### config.mk
export PLATFORM = sky130hd
export DESIGN_NAME = bgr_startup_ctrl
export DESIGN_NICKNAME = d
export VERILOG_FILES = /design/src/rtl/bgr_startup_ctrl.sv
export SDC_FILE = /design/constraint.sdc
export NUM_CORES = 1
export LEC_CHECK = 0
export ABC_AREA = 1
export BUFFER_PORTS_ARGS = -buffer_cell sky130_fd_sc_hd__buf_2
export CORE_UTILIZATION = 45
export DETAILED_ROUTE_END_ITERATION = 16
export GPL_ROUTABILITY_DRIVEN = 0
export PLACE_DENSITY = 0.74
export SYNTH_ARGS = -nofsm -noshare
export SYNTH_HDL_FRONTEND = slang
export SYNTH_SLANG_ARGS = --single-unit
### constraint.sdc
create_clock -name clk -period 1.9 [get_ports clk]
set_clock_uncertainty 0.05 [all_clocks]
set_input_delay 0.095 -clock clk [delete_from_list [all_inputs] [get_ports clk]]
set_output_delay 0.095 -clock clk [all_outputs]
set_load 0.01 [all_outputs]
### src/rtl/bgr_startup_ctrl.sv
// ---------------------------------------------------------------------------
// bgr_startup_ctrl
//
// Start-up sequencer for a bandgap reference. It pulses the bandgap porst
// pin, waits for the core to settle, then qualifies the comparator flag
// vbg_ok for a run of consecutive good cycles before declaring the
// reference ready. While ready it watches for a sustained loss of vbg_ok
// and re-kicks the bandgap. Qualification attempts that time out are
// retried a bounded number of times before the block parks in FAULT.
//
// Ports
//   clk        block clock, all flops on the rising edge
//   rst_n      asynchronous active-low reset
//   en         synchronous enable, 1 requests start-up, 0 forces IDLE
//   vbg_ok     asynchronous comparator flag, synchronized internally
//   porst      registered bandgap start-up kick, active high
//   ready      registered, reference qualified and stable
//   fault      registered, sticky until en=0, retries exhausted
//   retry_cnt  registered count of re-kicks in the current start sequence
// ---------------------------------------------------------------------------
module bgr_startup_ctrl #(
  parameter int KICK_CYCLES   = 16,
  parameter int SETTLE_CYCLES = 256,
  parameter int STABLE_CYCLES = 32,
  parameter int QUAL_TIMEOUT  = 128,
  parameter int DROP_CYCLES   = 4,
  parameter int MAX_RETRY     = 3
) (
  input  logic       clk,
  input  logic       rst_n,
  input  logic       en,
  input  logic       vbg_ok,
  output logic       porst,
  output logic       ready,
  output logic       fault,
  output logic [2:0] retry_cnt
);

  typedef enum logic [2:0] {
    IDLE,
    KICK,
    SETTLE,
    QUALIFY,
    READY,
    FAULT
  } state_t;

  // Terminal values of the counters, sized to the counters they are
  // compared against. A phase of N cycles ends when its counter reads N-1.
  localparam logic [8:0] KICK_LAST   = 9'(KICK_CYCLES - 1);
  localparam logic [8:0] SETTLE_LAST = 9'(SETTLE_CYCLES - 1);
  localparam logic [8:0] QUAL_LAST   = 9'(QUAL_TIMEOUT - 1);
  localparam logic [7:0] STABLE_LAST = 8'(STABLE_CYCLES - 1);
  localparam logic [7:0] DROP_LAST   = 8'(DROP_CYCLES - 1);
  localparam logic [2:0] RETRY_MAX   = 3'(MAX_RETRY);

  state_t     state;
  logic [8:0] cyc_cnt;
  logic [7:0] run_cnt;
  logic       vbg_meta;
  logic       vbg_ok_s;

  // Two-flop synchronizer for the comparator flag. The comparator output
  // is asynchronous to clk, so nothing downstream may look at vbg_ok
  // directly; every decision uses vbg_ok_s.
  always_ff @(posedge clk or negedge rst_n) begin
    if (!rst_n) begin
      vbg_meta <= 1'b0;
      vbg_ok_s <= 1'b0;
    end else begin
      vbg_meta <= vbg_ok;
      vbg_ok_s <= vbg_meta;
    end
  end

  // Sequencer. cyc_cnt is the shared phase timer (kick width, settle time,
  // qualify window). run_cnt counts consecutive good samples in QUALIFY
  // and consecutive bad samples in READY. Outputs are updated together
  // with the state so they always match the state being entered, which
  // keeps porst and ready mutually exclusive flop outputs. Dropping en
  // overrides everything. In QUALIFY the stable check comes before the
  // timeout check so a run that completes on the last window cycle wins.
  always_ff @(posedge clk or negedge rst_n) begin
    if (!rst_n) begin
      state     <= IDLE;
      porst     <= 1'b0;
      ready     <= 1'b0;
      fault     <= 1'b0;
      retry_cnt <= 3'd0;
      cyc_cnt   <= 9'd0;
      run_cnt   <= 8'd0;
    end else if (!en) begin
      state     <= IDLE;
      porst     <= 1'b0;
      ready     <= 1'b0;
      fault     <= 1'b0;
      retry_cnt <= 3'd0;
      cyc_cnt   <= 9'd0;
      run_cnt   <= 8'd0;
    end else begin
      case (state)
        IDLE: begin
          state   <= KICK;
          porst   <= 1'b1;
          cyc_cnt <= 9'd0;
          run_cnt <= 8'd0;
        end
        KICK: begin
          if (cyc_cnt == KICK_LAST) begin
            state   <= SETTLE;
            porst   <= 1'b0;
            cyc_cnt <= 9'd0;
          end else begin
            cyc_cnt <= cyc_cnt + 9'd1;
          end
        end
        SETTLE: begin
          if (cyc_cnt == SETTLE_LAST) begin
            state   <= QUALIFY;
            cyc_cnt <= 9'd0;
            run_cnt <= 8'd0;
          end else begin
            cyc_cnt <= cyc_cnt + 9'd1;
          end
        end
        QUALIFY: begin
          if (vbg_ok_s && (run_cnt == STABLE_LAST)) begin
            state   <= READY;
            ready   <= 1'b1;
            cyc_cnt <= 9'd0;
            run_cnt <= 8'd0;
          end else if (cyc_cnt == QUAL_LAST) begin
            cyc_cnt <= 9'd0;
            run_cnt <= 8'd0;
            if (retry_cnt < RETRY_MAX) begin
              state     <= KICK;
              porst     <= 1'b1;
              retry_cnt <= retry_cnt + 3'd1;
            end else begin
              state <= FAULT;
              fault <= 1'b1;
            end
          end else begin
            cyc_cnt <= cyc_cnt + 9'd1;
            run_cnt <= vbg_ok_s ? (run_cnt + 8'd1) : 8'd0;
          end
        end
        READY: begin
          if (!vbg_ok_s) begin
            if (run_cnt == DROP_LAST) begin
              state     <= KICK;
              ready     <= 1'b0;
              porst     <= 1'b1;
              retry_cnt <= 3'd0;
              cyc_cnt   <= 9'd0;
              run_cnt   <= 8'd0;
            end else begin
              run_cnt <= run_cnt + 8'd1;
            end
          end else begin
            run_cnt <= 8'd0;
          end
        end
        FAULT: begin
          porst <= 1'b0;
          ready <= 1'b0;
          fault <= 1'b1;
        end
        default: begin
          state     <= IDLE;
          porst     <= 1'b0;
          ready     <= 1'b0;
          fault     <= 1'b0;
          retry_cnt <= 3'd0;
          cyc_cnt   <= 9'd0;
          run_cnt   <= 8'd0;
        end
      endcase
    end
  end

endmodule
==> results_dict.tcl <==
set metrics [dict create \
    outcome "finished clean" \
    critPathCaptureType "flip-flop" \
    reg2reg_to "run_cnt[6]$_DFFE_PN0P_" \
    cp_slowest_cell "dfrtp_1" \
    ant_nets 0 \
    synth_area_sq_um 2074 \
    peakVddDrop_v 0.0006872 \
    yosysMostFrequentCell "nand2_1" \
    synth_edf_count 0 \
    grt_pass1_wl_microns 8114 \
    p_seq_share_pct 38.1 \
    fin_ws_ns 0.03915 \
    crit_type "flip-flop to flip-flop" \
    layout-drive-gt1-share_pct 24.84 \
    max_cap_violations 0 \
    drc 0 \
    slew_violations 0 \
    required_ns 2.06 \
    synth_cell_types 31 \
    nets 332 \
    grt-ovfl-total 0 \
    tightestPinTransition_ns 0.6347 \
    p_switching_uw 716.8 \
    initial_core_util_pct 47.32 \
    drt_first_pass_iters 4 \
    ys_ff_latch 28 \
    netlist_instances 293 \
    crit_buf_inv 1 \
    sw_frac_of_total_pct 37.96 \
    holdPathStages 3 \
    cts.path.max_buffers 2 \
    clk_latency_ns 0.27 \
    post-place-ws_ns -0.01954 \
    via_per_inst 5.281 \
    antenna_found_initial 0 \
    grt_pass1_vias 1859 \
    synth-seq-area-share_pct 33.78 \
    intPower_uw 1171 \
    setup_violations 0 \
    utilization_pct 55.71 \
    period_needed_ns 1.861 \
    synth_common_cells "nand2_1 (91), nand3_1 (34), inv_1 (32)" \
    grt_setup_unrepaired "true" \
    routedWlPerCell_microns 12.48 \
    p_clk_share_pct 25.0 \
    crit_fanout 9 \
    ys_warn_count 0 \
    drt-total-wl_microns 4668 \
    crit_family "simple AND/OR/NAND/NOR gates" \
    cts_tree "done" \
    cts_max_level 1 \
    hold_viol 0 \
    critPathMaxStageDelay_ns 0.37 \
    synthTopCellsByArea "dfrtp_1 (34%), nand2_1 (16%), nand3_1 (8.2%)" \
    area_delta_synth_final_pct 17.73 \
    ys.flop_type "dfrtp_1" \
    path_cells "ha_2 > nand2_4 > nor2_4 > nand3_2 > nor2_4 > ha_4 > nor2_2 > nand2_2 > nand2_4 > inv_8 > nand2_2 > nand2_1 > nand2_1 > a21oi_2" \
    slew_headroom_pct 57.68 \
    path_clk_slew_ns 0.10 \
    place.port_buffers 9 \
    min_from "en" \
    setup_tns_ns 0 \
    cp-start-kind "flip-flop" \
    power_density_nw_per_um2 773.1 \
    die-height_microns 69.90 \
    hpwl_microns 3488 \
    rows 24 \
    die-area_sq_um 4885 \
    startpoint "cyc_cnt[1]$_DFFE_PN0P_" \
    grt_max_degree 29 \
    diodes 0 \
    cts_root_buffer "clkbuf_8" \
    yosys.area.top_type_share_pct 33.78 \
    rr_worst_depth 14 \
    p_leak_uw 0.001254 \
    core_sq_um 4384 \
    grt_usage_pct 20.33 \
    pin_count 10 \
    fin_crit_sh_pct 97.94 \
    p_comb_share_pct 36.9 \
    avgSynthCellArea_sq_um 7.080 \
    hold_path_class "input pin to flip-flop" \
    fmax_mhz 537.4 \
    die_w_microns 69.90 \
    cts.sinks 28 \
    syn_nets 302 \
    dr_total_vias 1975 \
    min_to "cyc_cnt[6]$_DFFE_PN0P_" \
    fillCellCount 410 \
    timing.rr.start "cyc_cnt[1]$_DFFE_PN0P_" \
    cts_buffers 3 \
    async_reset_ff_share_pct 100.0 \
    synth.largest_area_cell "dfrtp_1" \
    worstPathArrival_ns 2.02 \
    drt_iter0_drc 101 \
    reg2reg_setup_slack_ns 0.04 \
]
-- per-stage QoR --
| step | instance area [sq um] | hold WS [ns] | std cells | power (uW) |
|---|---|---|---|---|
| CTS | 2381 | 0.2277 | 370 | 1882 |
| detailed placement | 2267 | 0.1122 | 363 | 1390 |
| global route | 2442 | 0.2584 | 374 | 2022 |
| global placement | 2267 | 0.1083 | 363 | 1382 |
| finish | 2442 | 0.2404 | 374 | 1888 |
| floorplan | 2085 | -0.2506 | 293 | 1221 |
-- power groups by stage --
stage	combinational [uW]	clock, uW	sequential [uW]
6_report	696	473	719
5_1_grt	783	509	730
4_1_cts	677	487	719
3_5_place_dp	660	0	730
3_3_place_gp	654	0	729
2_1_floorplan	484	0	737
-- flip-flops by register name (all words and copies together) (netlist names), 3 cells and up --
register / cells
run_cnt: 8
state: 3
cyc_cnt: 9
retry_cnt: 3
-- worst reg2reg max path: stages, from the launching register on --
cell and delay [ns]:
dfrtp_1 0.37, ha_2 0.21, nand2_4 0.06, nor2_4 0.10, nand3_2 0.11, nor2_4 0.15
ha_4 0.15, nor2_2 0.04, nand2_2 0.09, nand2_4 0.10, inv_8 0.10, nand2_2 0.04
nand2_1 0.06, nand2_1 0.06, a21oi_2 0.09
-- kinds of logic (layout without fill, tap and decap cells) --
group | count (synthesis) | count (layout) | share of synthesized area (%)
and+or+nand+nor | 198 | 198 | 48.49
buffers and inverters | 39 | 68 | 7.660
DFF | 28 | 28 | 33.78
AOI/OAI and AO/OA | 21 | 21 | 6.213
adders and majority gates | 5 | 5 | 3.016
xor gates and xnor gates | 2 | 2 | 0.8445
-- routing by layer --
layer / up-vias / global-route usage [%] / share of wire, %
met5: - / 0 / 0
met4: 0 / 4.667 / 1.9
met3: 10 / 3.463 / 3.4
met2: 45 / 35.47 / 48
met1: 908 / 26.25 / 46
li1: 1012 / - / -
-- area by class of cell --
type / count / area, sq um / share of cell area (%)
clock buffers: 3 / 41.29 / 1.691
clock inverters: 1 / 30.03 / 1.230
inverters: 37 / 151.4 / 6.199
multi-input cells: 226 / 1269 / 51.95
flip-flops and latches: 28 / 700.7 / 28.69
well taps: 52 / 65.06 / 2.664
repair buffers: 27 / 185.2 / 7.582
-- cell usage in the layout (no fill, tap or decap), types with 4 or more instances in the layout --
cell type / synthesis / layout
nand2_1: 91 / 88
nand3_1: 34 / 33
inv_1: 32 / 32
dfrtp_1: 28 / 28
nor2_1: 25 / 22
buf_4: 0 / 16
nand4_1: 15 / 15
nand2_2: 10 / 12
o21ai_1: 8 / 9
buf_2: 2 / 9
nor2_4: 4 / 6
nand3_2: 4 / 5
nand2_4: 3 / 4
or2_2: 4 / 4
-- timing repair --
action                     in CTS  in global routing
setup endpoints to repair       5                 16
buffers inserted                1                  4
hold endpoints to repair       29                  0
pin swaps                       2                  9
hold buffers                    2                  0
gates resized for setup         6                  8
-- how the worst max path moves through the flow --
stage                     slack (ns)                     end  cells after the start
after floorplan                0.006    state[1]$_DFFE_PN0P_                     13
after global placement          0.03    state[1]$_DFFE_PN0P_                     13
after detailed placement       -0.02    state[1]$_DFFE_PN0P_                     13
after CTS                      0.003    state[1]$_DFFE_PN0P_                     13
after global routing           -0.05  run_cnt[7]$_DFFE_PN0P_                     13
final                           0.04  run_cnt[6]$_DFFE_PN0P_                     14
(Power assumes the default switching activity.)
